[config.mk]
export PLATFORM = sky130hd
export DESIGN_NAME = panic_perf_monitor_flat
export DESIGN_NICKNAME = d
export VERILOG_FILES = /design/src/rtl/panic_perf_monitor_if.sv /design/src/rtl/panic_perf_monitor.sv /design/src/flat_wrapper.sv
export SDC_FILE = /design/constraint.sdc
export NUM_CORES = 2
export LEC_CHECK = 0
export BUFFER_PORTS_ARGS = -buffer_cell sky130_fd_sc_hd__buf_2
export CAP_MARGIN = 10
export CORE_UTILIZATION = 65
export CTS_CLUSTER_DIAMETER = 40
export DETAILED_ROUTE_END_ITERATION = 10
export PLACE_DENSITY = 0.82
export SYNTH_ARGS = -nofsm -noshare
export SYNTH_HDL_FRONTEND = slang
export SYNTH_SLANG_ARGS = --single-unit
[constraint.sdc]
create_clock -name clk -period 59.1 [get_ports clk]
set_input_delay 11.82 -clock clk [delete_from_list [all_inputs] [get_ports clk]]
set_output_delay 11.82 -clock clk [all_outputs]
set_load 0.02 [all_outputs]
[src/rtl/panic_perf_monitor_if.sv]
// panic_perf_monitor_if: snooped AXIS handshakes, control and register read port of the perf monitor
interface panic_perf_monitor_if #(
  parameter int AXIS_KEEP_WIDTH = 32,
  parameter int CLASS_WIDTH = 5
);
  logic [AXIS_KEEP_WIDTH-1:0] s_rx_axis_tkeep;
  logic s_rx_axis_tvalid, s_rx_axis_tready, s_rx_axis_tlast;
  logic [CLASS_WIDTH-1:0] s_flow_class;
  logic [15:0] s_pk_len;
  logic [AXIS_KEEP_WIDTH-1:0] m_rx_axis_tkeep;
  logic m_rx_axis_tvalid, m_rx_axis_tready, m_rx_axis_tlast;
  logic cfg_clear, cfg_freeze, rd_en;
  logic [7:0] rd_addr;
  logic [31:0] rd_data;
  logic rd_valid, window_done;
  modport master (
    output s_rx_axis_tkeep, s_rx_axis_tvalid, s_rx_axis_tready, s_rx_axis_tlast, s_flow_class, s_pk_len,
    output m_rx_axis_tkeep, m_rx_axis_tvalid, m_rx_axis_tready, m_rx_axis_tlast,
    output cfg_clear, cfg_freeze, rd_en, rd_addr,
    input rd_data, rd_valid, window_done
  );
  modport slave (
    input s_rx_axis_tkeep, s_rx_axis_tvalid, s_rx_axis_tready, s_rx_axis_tlast, s_flow_class, s_pk_len,
    input m_rx_axis_tkeep, m_rx_axis_tvalid, m_rx_axis_tready, m_rx_axis_tlast,
    input cfg_clear, cfg_freeze, rd_en, rd_addr,
    output rd_data, rd_valid, window_done
  );
endinterface

[src/rtl/panic_perf_monitor.sv]
// panic_perf_monitor: passive AXIS perf counters with windowed per-class stats and a register read port
module panic_perf_monitor #(
  parameter int AXIS_DATA_WIDTH = 256,
  parameter int AXIS_KEEP_WIDTH = AXIS_DATA_WIDTH / 8,
  parameter int NUM_CLASS = 5,
  parameter int CLASS_WIDTH = 5,
  parameter int WINDOW_LOG2 = 10
) (
  input logic clk,
  input logic rst,
  panic_perf_monitor_if.slave bus
);
  typedef struct packed {
    logic [63:0] cycle_cnt;
    logic [31:0] in_frames, out_frames, in_pkts, out_pkts, oor_frames, win_count;
    logic [47:0] in_bytes, out_bytes, win_len_sum, last_len_sum;
    logic [31:0] win_pkt_cnt, last_pkt_cnt, win_out, last_out, max_out;
    logic [NUM_CLASS-1:0][31:0] win_in, last_in, max_in;
    logic [WINDOW_LOG2-1:0] wcnt;
  } stats_t;
  stats_t st, nx;
  logic run, in_beat, out_beat, in_pkt, out_pkt, oor, close;
  logic [AXIS_KEEP_WIDTH-1:0] in_keep, out_keep;
  logic [47:0] len_nxt;
  logic [31:0] pkt_nxt, out_nxt, rd_mux;
  logic [NUM_CLASS-1:0][31:0] in_nxt;
  assign run = ~bus.cfg_freeze;
  assign in_beat = run & bus.s_rx_axis_tvalid & bus.s_rx_axis_tready;
  assign out_beat = run & bus.m_rx_axis_tvalid & bus.m_rx_axis_tready;
  assign in_pkt = in_beat & bus.s_rx_axis_tlast;
  assign out_pkt = out_beat & bus.m_rx_axis_tlast;
  assign oor = int'(bus.s_flow_class) >= NUM_CLASS;
  assign close = run & (&st.wcnt);
  assign in_keep = bus.s_rx_axis_tkeep;
  assign out_keep = bus.m_rx_axis_tkeep;
  // next values include this cycle's beat so a beat in the closing cycle lands in the snapshot
  assign len_nxt = st.win_len_sum + (in_pkt ? 48'(bus.s_pk_len) : 48'd0);
  assign pkt_nxt = st.win_pkt_cnt + 32'(in_pkt);
  assign out_nxt = st.win_out + 32'(out_beat);
  always_comb begin
    nx = st;
    in_nxt = '0;
    nx.cycle_cnt = st.cycle_cnt + 64'(run);
    nx.wcnt = st.wcnt + WINDOW_LOG2'(run);
    nx.in_frames = st.in_frames + 32'(in_beat);
    nx.out_frames = st.out_frames + 32'(out_beat);
    nx.in_pkts = st.in_pkts + 32'(in_pkt);
    nx.out_pkts = st.out_pkts + 32'(out_pkt);
    nx.oor_frames = st.oor_frames + 32'(in_beat & oor);
    nx.in_bytes = st.in_bytes + (in_beat ? 48'($countones(in_keep)) : 48'd0);
    nx.out_bytes = st.out_bytes + (out_beat ? 48'($countones(out_keep)) : 48'd0);
    nx.win_count = st.win_count + 32'(close);
    nx.win_len_sum = close ? '0 : len_nxt;
    nx.last_len_sum = close ? len_nxt : st.last_len_sum;
    nx.win_pkt_cnt = close ? '0 : pkt_nxt;
    nx.last_pkt_cnt = close ? pkt_nxt : st.last_pkt_cnt;
    nx.win_out = close ? '0 : out_nxt;
    nx.last_out = close ? out_nxt : st.last_out;
    nx.max_out = close && out_nxt > st.max_out ? out_nxt : st.max_out;
    for (int c = 0; c < NUM_CLASS; c++) begin
      in_nxt[c] = st.win_in[c] + 32'(in_beat && bus.s_flow_class == CLASS_WIDTH'(c));
      nx.win_in[c] = close ? '0 : in_nxt[c];
      nx.last_in[c] = close ? in_nxt[c] : st.last_in[c];
      nx.max_in[c] = close && in_nxt[c] > st.max_in[c] ? in_nxt[c] : st.max_in[c];
    end
  end
  always_comb begin
    rd_mux = '0;
    case (bus.rd_addr)
      8'h00: rd_mux = st.cycle_cnt[31:0];
      8'h01: rd_mux = st.cycle_cnt[63:32];
      8'h02: rd_mux = st.in_frames;
      8'h03: rd_mux = st.out_frames;
      8'h04: rd_mux = st.in_pkts;
      8'h05: rd_mux = st.out_pkts;
      8'h06: rd_mux = st.in_bytes[31:0];
      8'h07: rd_mux = 32'(st.in_bytes[47:32]);
      8'h08: rd_mux = st.out_bytes[31:0];
      8'h09: rd_mux = 32'(st.out_bytes[47:32]);
      8'h0A: rd_mux = st.oor_frames;
      8'h0B: rd_mux = st.win_count;
      8'h0C: rd_mux = st.last_len_sum[31:0];
      8'h0D: rd_mux = 32'(st.last_len_sum[47:32]);
      8'h0E: rd_mux = st.last_pkt_cnt;
      8'h0F: rd_mux = st.last_out;
      8'h30: rd_mux = st.max_out;
      8'h31: rd_mux = {8'(NUM_CLASS), 8'(WINDOW_LOG2), 16'h9A71};
      default: rd_mux = '0;
    endcase
    for (int c = 0; c < NUM_CLASS; c++) begin
      rd_mux = bus.rd_addr == 8'(16 + c) ? st.last_in[c] : rd_mux;
      rd_mux = bus.rd_addr == 8'(32 + c) ? st.max_in[c] : rd_mux;
    end
  end
  always_ff @(posedge clk or posedge rst) begin
    if (rst) begin
      st <= '0;
      bus.window_done <= 1'b0;
      bus.rd_valid <= 1'b0;
      bus.rd_data <= '0;
    end else begin
      st <= bus.cfg_clear ? '0 : nx;
      bus.window_done <= close & ~bus.cfg_clear;
      bus.rd_valid <= bus.rd_en;
      if (bus.rd_en) bus.rd_data <= rd_mux;
    end
  end
endmodule

[src/flat_wrapper.sv]
// flat-port wrapper written by rule: the top's interface ports become plain ports
module panic_perf_monitor_flat 
#(
  parameter int AXIS_DATA_WIDTH = 256,
  parameter int AXIS_KEEP_WIDTH = AXIS_DATA_WIDTH / 8,
  parameter int NUM_CLASS = 5,
  parameter int CLASS_WIDTH = 5,
  parameter int WINDOW_LOG2 = 10
)
  (clk, rst, bus_s_rx_axis_tkeep, bus_s_rx_axis_tvalid, bus_s_rx_axis_tready, bus_s_rx_axis_tlast, bus_s_flow_class, bus_s_pk_len, bus_m_rx_axis_tkeep, bus_m_rx_axis_tvalid, bus_m_rx_axis_tready, bus_m_rx_axis_tlast, bus_cfg_clear, bus_cfg_freeze, bus_rd_en, bus_rd_addr, bus_rd_data, bus_rd_valid, bus_window_done);
  panic_perf_monitor_if #(.AXIS_KEEP_WIDTH(AXIS_KEEP_WIDTH), .CLASS_WIDTH(CLASS_WIDTH)) bus_i ();
  input logic clk;
  input logic rst;
  input wire logic [$bits(bus_i.s_rx_axis_tkeep)-1:0] bus_s_rx_axis_tkeep;
  input wire logic [$bits(bus_i.s_rx_axis_tvalid)-1:0] bus_s_rx_axis_tvalid;
  input wire logic [$bits(bus_i.s_rx_axis_tready)-1:0] bus_s_rx_axis_tready;
  input wire logic [$bits(bus_i.s_rx_axis_tlast)-1:0] bus_s_rx_axis_tlast;
  input wire logic [$bits(bus_i.s_flow_class)-1:0] bus_s_flow_class;
  input wire logic [$bits(bus_i.s_pk_len)-1:0] bus_s_pk_len;
  input wire logic [$bits(bus_i.m_rx_axis_tkeep)-1:0] bus_m_rx_axis_tkeep;
  input wire logic [$bits(bus_i.m_rx_axis_tvalid)-1:0] bus_m_rx_axis_tvalid;
  input wire logic [$bits(bus_i.m_rx_axis_tready)-1:0] bus_m_rx_axis_tready;
  input wire logic [$bits(bus_i.m_rx_axis_tlast)-1:0] bus_m_rx_axis_tlast;
  input wire logic [$bits(bus_i.cfg_clear)-1:0] bus_cfg_clear;
  input wire logic [$bits(bus_i.cfg_freeze)-1:0] bus_cfg_freeze;
  input wire logic [$bits(bus_i.rd_en)-1:0] bus_rd_en;
  input wire logic [$bits(bus_i.rd_addr)-1:0] bus_rd_addr;
  output wire logic [$bits(bus_i.rd_data)-1:0] bus_rd_data;
  output wire logic [$bits(bus_i.rd_valid)-1:0] bus_rd_valid;
  output wire logic [$bits(bus_i.window_done)-1:0] bus_window_done;
  assign bus_i.s_rx_axis_tkeep = bus_s_rx_axis_tkeep;
  assign bus_i.s_rx_axis_tvalid = bus_s_rx_axis_tvalid;
  assign bus_i.s_rx_axis_tready = bus_s_rx_axis_tready;
  assign bus_i.s_rx_axis_tlast = bus_s_rx_axis_tlast;
  assign bus_i.s_flow_class = bus_s_flow_class;
  assign bus_i.s_pk_len = bus_s_pk_len;
  assign bus_i.m_rx_axis_tkeep = bus_m_rx_axis_tkeep;
  assign bus_i.m_rx_axis_tvalid = bus_m_rx_axis_tvalid;
  assign bus_i.m_rx_axis_tready = bus_m_rx_axis_tready;
  assign bus_i.m_rx_axis_tlast = bus_m_rx_axis_tlast;
  assign bus_i.cfg_clear = bus_cfg_clear;
  assign bus_i.cfg_freeze = bus_cfg_freeze;
  assign bus_i.rd_en = bus_rd_en;
  assign bus_i.rd_addr = bus_rd_addr;
  assign bus_rd_data = bus_i.rd_data;
  assign bus_rd_valid = bus_i.rd_valid;
  assign bus_window_done = bus_i.window_done;
  panic_perf_monitor #(.AXIS_DATA_WIDTH(AXIS_DATA_WIDTH), .AXIS_KEEP_WIDTH(AXIS_KEEP_WIDTH), .NUM_CLASS(NUM_CLASS), .CLASS_WIDTH(CLASS_WIDTH), .WINDOW_LOG2(WINDOW_LOG2)) u_core (.clk(clk), .rst(rst), .bus(bus_i));
endmodule
==> results.yml <==
outcome:
  outcome: "completed"
clock_network:
  insertion_delay_ns: 0.80
  cts_buffers: 163
  cts_hold_buf: 0
  clk_pin_slew_ns: 0.06
  post_cts_buffers: 0
  post_cts_resized: 0
  cts_max_level: 4
  cts_tree: "done"
  cts.sinks: 1132
  cts_root_buf: "clkbuf_16"
  clk_path_buf_depth: 3
critical_path:
  cp.arrival_ns: 19.10
  reg2reg_depth: 19
  startpoint: "bus_cfg_freeze"
  critPathRequiredTime_ns: 59.77
  timing.reg2reg.setup_slack_ns: 53.03
  crit_fanout: 40
  critical_path_class: "primary input to flip-flop"
  worstSetupEndpoint: "u_core.st[22]$_DFFE_PP0P_"
  worstReg2RegStart: "u_core.st[554]$_DFF_PP0_"
  critPathCaptureType: "flip-flop"
  critPathLaunchType: "primary input"
  reg2reg_to: "u_core.st[519]$_DFFE_PP0P_"
power_and_ir_drop:
  sw_frac_of_total_pct: 26.91
  clkPwrFrac_pct: 50.4
  p_switching_uw: 554.3
  power.leakage_nw: 32.65
  p_seq_share_pct: 38.1
  internal_power_mw: 1.506
  power_frac_comb_pct: 11.5
  power_density_nw_per_um2: 28.92
  ir_drop_v: 0.00005220
yosys:
  synth_warnings: 0
  syn_nets: 7370
  synth-main-ff-cell: "dfrtp_1"
  synth.avg_cell_area_sq_um: 9.194
  ys_ff_latch: 1132
  synth_edf_count: 0
  postSynthCellCount: 6913
  synth_cell_types: 89
  netlist_top_cells_area: "dfrtp_1, nor2_1, ha_1"
  synth_area_sq_um: 63560
  synthArstFlopShare_pct: 100.0
  yosysTopAreaCell: "dfrtp_1"
  synth_top_cell_area_share_pct: 44.57
  seq_area_frac_synth_pct: 44.57
final_layout:
  drive_above_1_share_pct: 8.824
  fin_area_sq_um: 71230
  fillers: 6844
  multi_input_area_sq_um: 31850
  finalNonFillerCells: 8369
  ff_latch_area_sq_um: 28330
  nNetsFinal: 7403
  synthToLayoutAreaGrowth_pct: 12.07
timing:
  worst_slew_pin_slew_ns: 1.379
  min_period_ns: 18.43
  finalSetupViolCount: 0
  finalCritPeriodShare_pct: 31.19
  fin_ws_ns: 40.67
  final-hold-violation-count: 0
  setup_tns_ns: 0
  rsz0062_at_grt: "false"
  relSlewSlack_pct: 7.064
  drv_slew: 0
  max_freq_mhz: 54.25
  finClkSkew_ns: 0.04342
  hold_ws_ns: 0.4872
placed_design:
  place_area_sq_um: 65370
  dp_cells: 8057
  hpwl_um: 162500
  io_buffer_count: 137
  preCtsSetupSlack_ns: 40.07
  gp_congestion: 1.059
global_route:
  antenna_found_initial: 15
  grt_pass1_wl_um: 337800
  grt_pass1_vias: 53240
  grt_start_max_net_pins: 193
  overflow: 0
  grt_usage_pct: 46.08
detailed_routing:
  vias: 56215
  dr.pass1.iters: 9
  first_iter_violations: 8282
  wl_per_cell_um: 27.23
  via_per_inst: 6.717
  wirelength_um: 227900
  drc: 0
  ant_nets: 0
job:
  maxCapViolations: 0
die:
  die_height_um: 314.7
  start_util_pct: 65.72
  die_w_um: 314.7
  core.rowCount: 114
  coreArea_sq_um: 96710
  die_area_sq_um: 99040
  ioPinCount: 138
hold_path:
  min_path_type: "flip-flop to flip-flop"
## registers in the layout, indices dropped and copies added, names as in the netlist
| register | count |
|---|---|
| u_core.bus.rd_data | 32 |
| u_core.st | 1098 |
| u_core.bus.rd_valid | 1 |
| u_core.bus.window_done | 1 |
## synthesized netlist by cell type, types with 49 or more instances
cell	number
clkbuf_1	310
o22ai_1	61
a211oi_1	431
nor2_1	1153
fa_1	55
and4_1	53
inv_1	546
and2_1	49
o21ai_0	217
nand4_1	155
dfrtp_1	1132
xor2_1	350
a21o_1	59
ha_1	298
nor3_1	67
and3_1	137
nand2_1	385
nand3_1	269
a21oi_1	231
a22oi_1	99
xnor2_1	194
or3_1	64
## per-layer routing
layer	wire length, um	vias to the layer above	GRT usage [%]
li1	-	24239	-
met1	88880	27685	63.39
met4	13200	4	22.71
met5	29	-	0
met2	94940	3621	65.14
met3	30860	666	15.56
## area by class of cell
| type | instances | share of cell area [%] |
|---|---|---|
| clock inverter | 103 | 1.860 |
| tap | 1276 | 2.241 |
| sequential | 1132 | 39.77 |
| timing repair buffer | 240 | 2.140 |
| clock buffer | 199 | 6.331 |
| antenna | 10 | 0.03513 |
| multi-input combinational | 4861 | 44.72 |
| inverter | 548 | 2.909 |
## how the worst min path moves through the flow
stage	from	to	slack [ns]	cells after the start
floorplan	u_core.st[676]$_DFFE_PP0P_	u_core.st[676]$_DFFE_PP0P_	0.44	2
global placement	u_core.st[690]$_DFFE_PP0P_	u_core.st[690]$_DFFE_PP0P_	0.47	2
detailed placement	u_core.st[688]$_DFFE_PP0P_	u_core.st[688]$_DFFE_PP0P_	0.48	2
CTS	u_core.st[688]$_DFFE_PP0P_	u_core.st[688]$_DFFE_PP0P_	0.49	2
global route	u_core.st[690]$_DFFE_PP0P_	u_core.st[690]$_DFFE_PP0P_	0.54	2
finish	u_core.st[688]$_DFFE_PP0P_	u_core.st[688]$_DFFE_PP0P_	0.49	2
## cells by family after synthesis
kind of cell	count (synthesis)	share of synthesized area, %
adders and majority gates	353	7.599
muxes	71	1.380
DFF	1132	44.57
xor gates and xnor gates	544	7.497
AOI/OAI and AO/OA	1407	15.19
and+or+nand+nor	2486	18.22
buffers and inverters	920	5.548
## power groups by stage
stage               clock network, mW  registers [mW]  logic [mW]
floorplan                           0           0.800       0.149
global placement                    0           0.798       0.223
detailed placement                  0           0.799       0.232
CTS                              1.04           0.785       0.236
global route                     1.07           0.785       0.260
finish                           1.04           0.786       0.237
## through the flow
step	util, %	power [mW]
finish	73.65	2.060
global route	73.63	2.119
CTS	73.63	2.060
detailed placement	67.60	1.030
global placement	67.60	1.022
floorplan	-	0.9486
## layout by cell type, fill, tap and decap left out, types with 61 or more instances in the layout
cell	n
nor2_1	1145
dfrtp_1	1132
inv_1	545
a211oi_1	431
nand2_1	385
xor2_1	350
ha_1	298
nand3_1	269
a21oi_1	231
o21ai_0	217
xnor2_1	194
clkbuf_16	167
nand4_1	155
and3_1	137
buf_2	134
buf_4	101
a22oi_1	99
nor3_1	65
or3_1	63
o22ai_1	61
## critical path, cell delays in order
cell      delay [ns]
buf_2           0.10
inv_1           0.22
nand3_1         0.29
inv_1           0.50
nand3b_1        0.35
nor3_1          0.39
ha_1            0.30
nand2_1         0.11
nor3_1          0.50
nand3_1         0.21
nor3_1          0.56
nand2_1         0.16
nor3_1          0.23
xnor2_1         0.23
inv_1           0.09
ha_1            0.31
nand4_1         0.09
or2_2           0.32
or4_1           0.55
a31o_2          0.27
a41oi_4         0.59
buf_4           0.51
nor2_1          0.10
a211oi_1        0.27
Power figures use the tool's default switching activity.
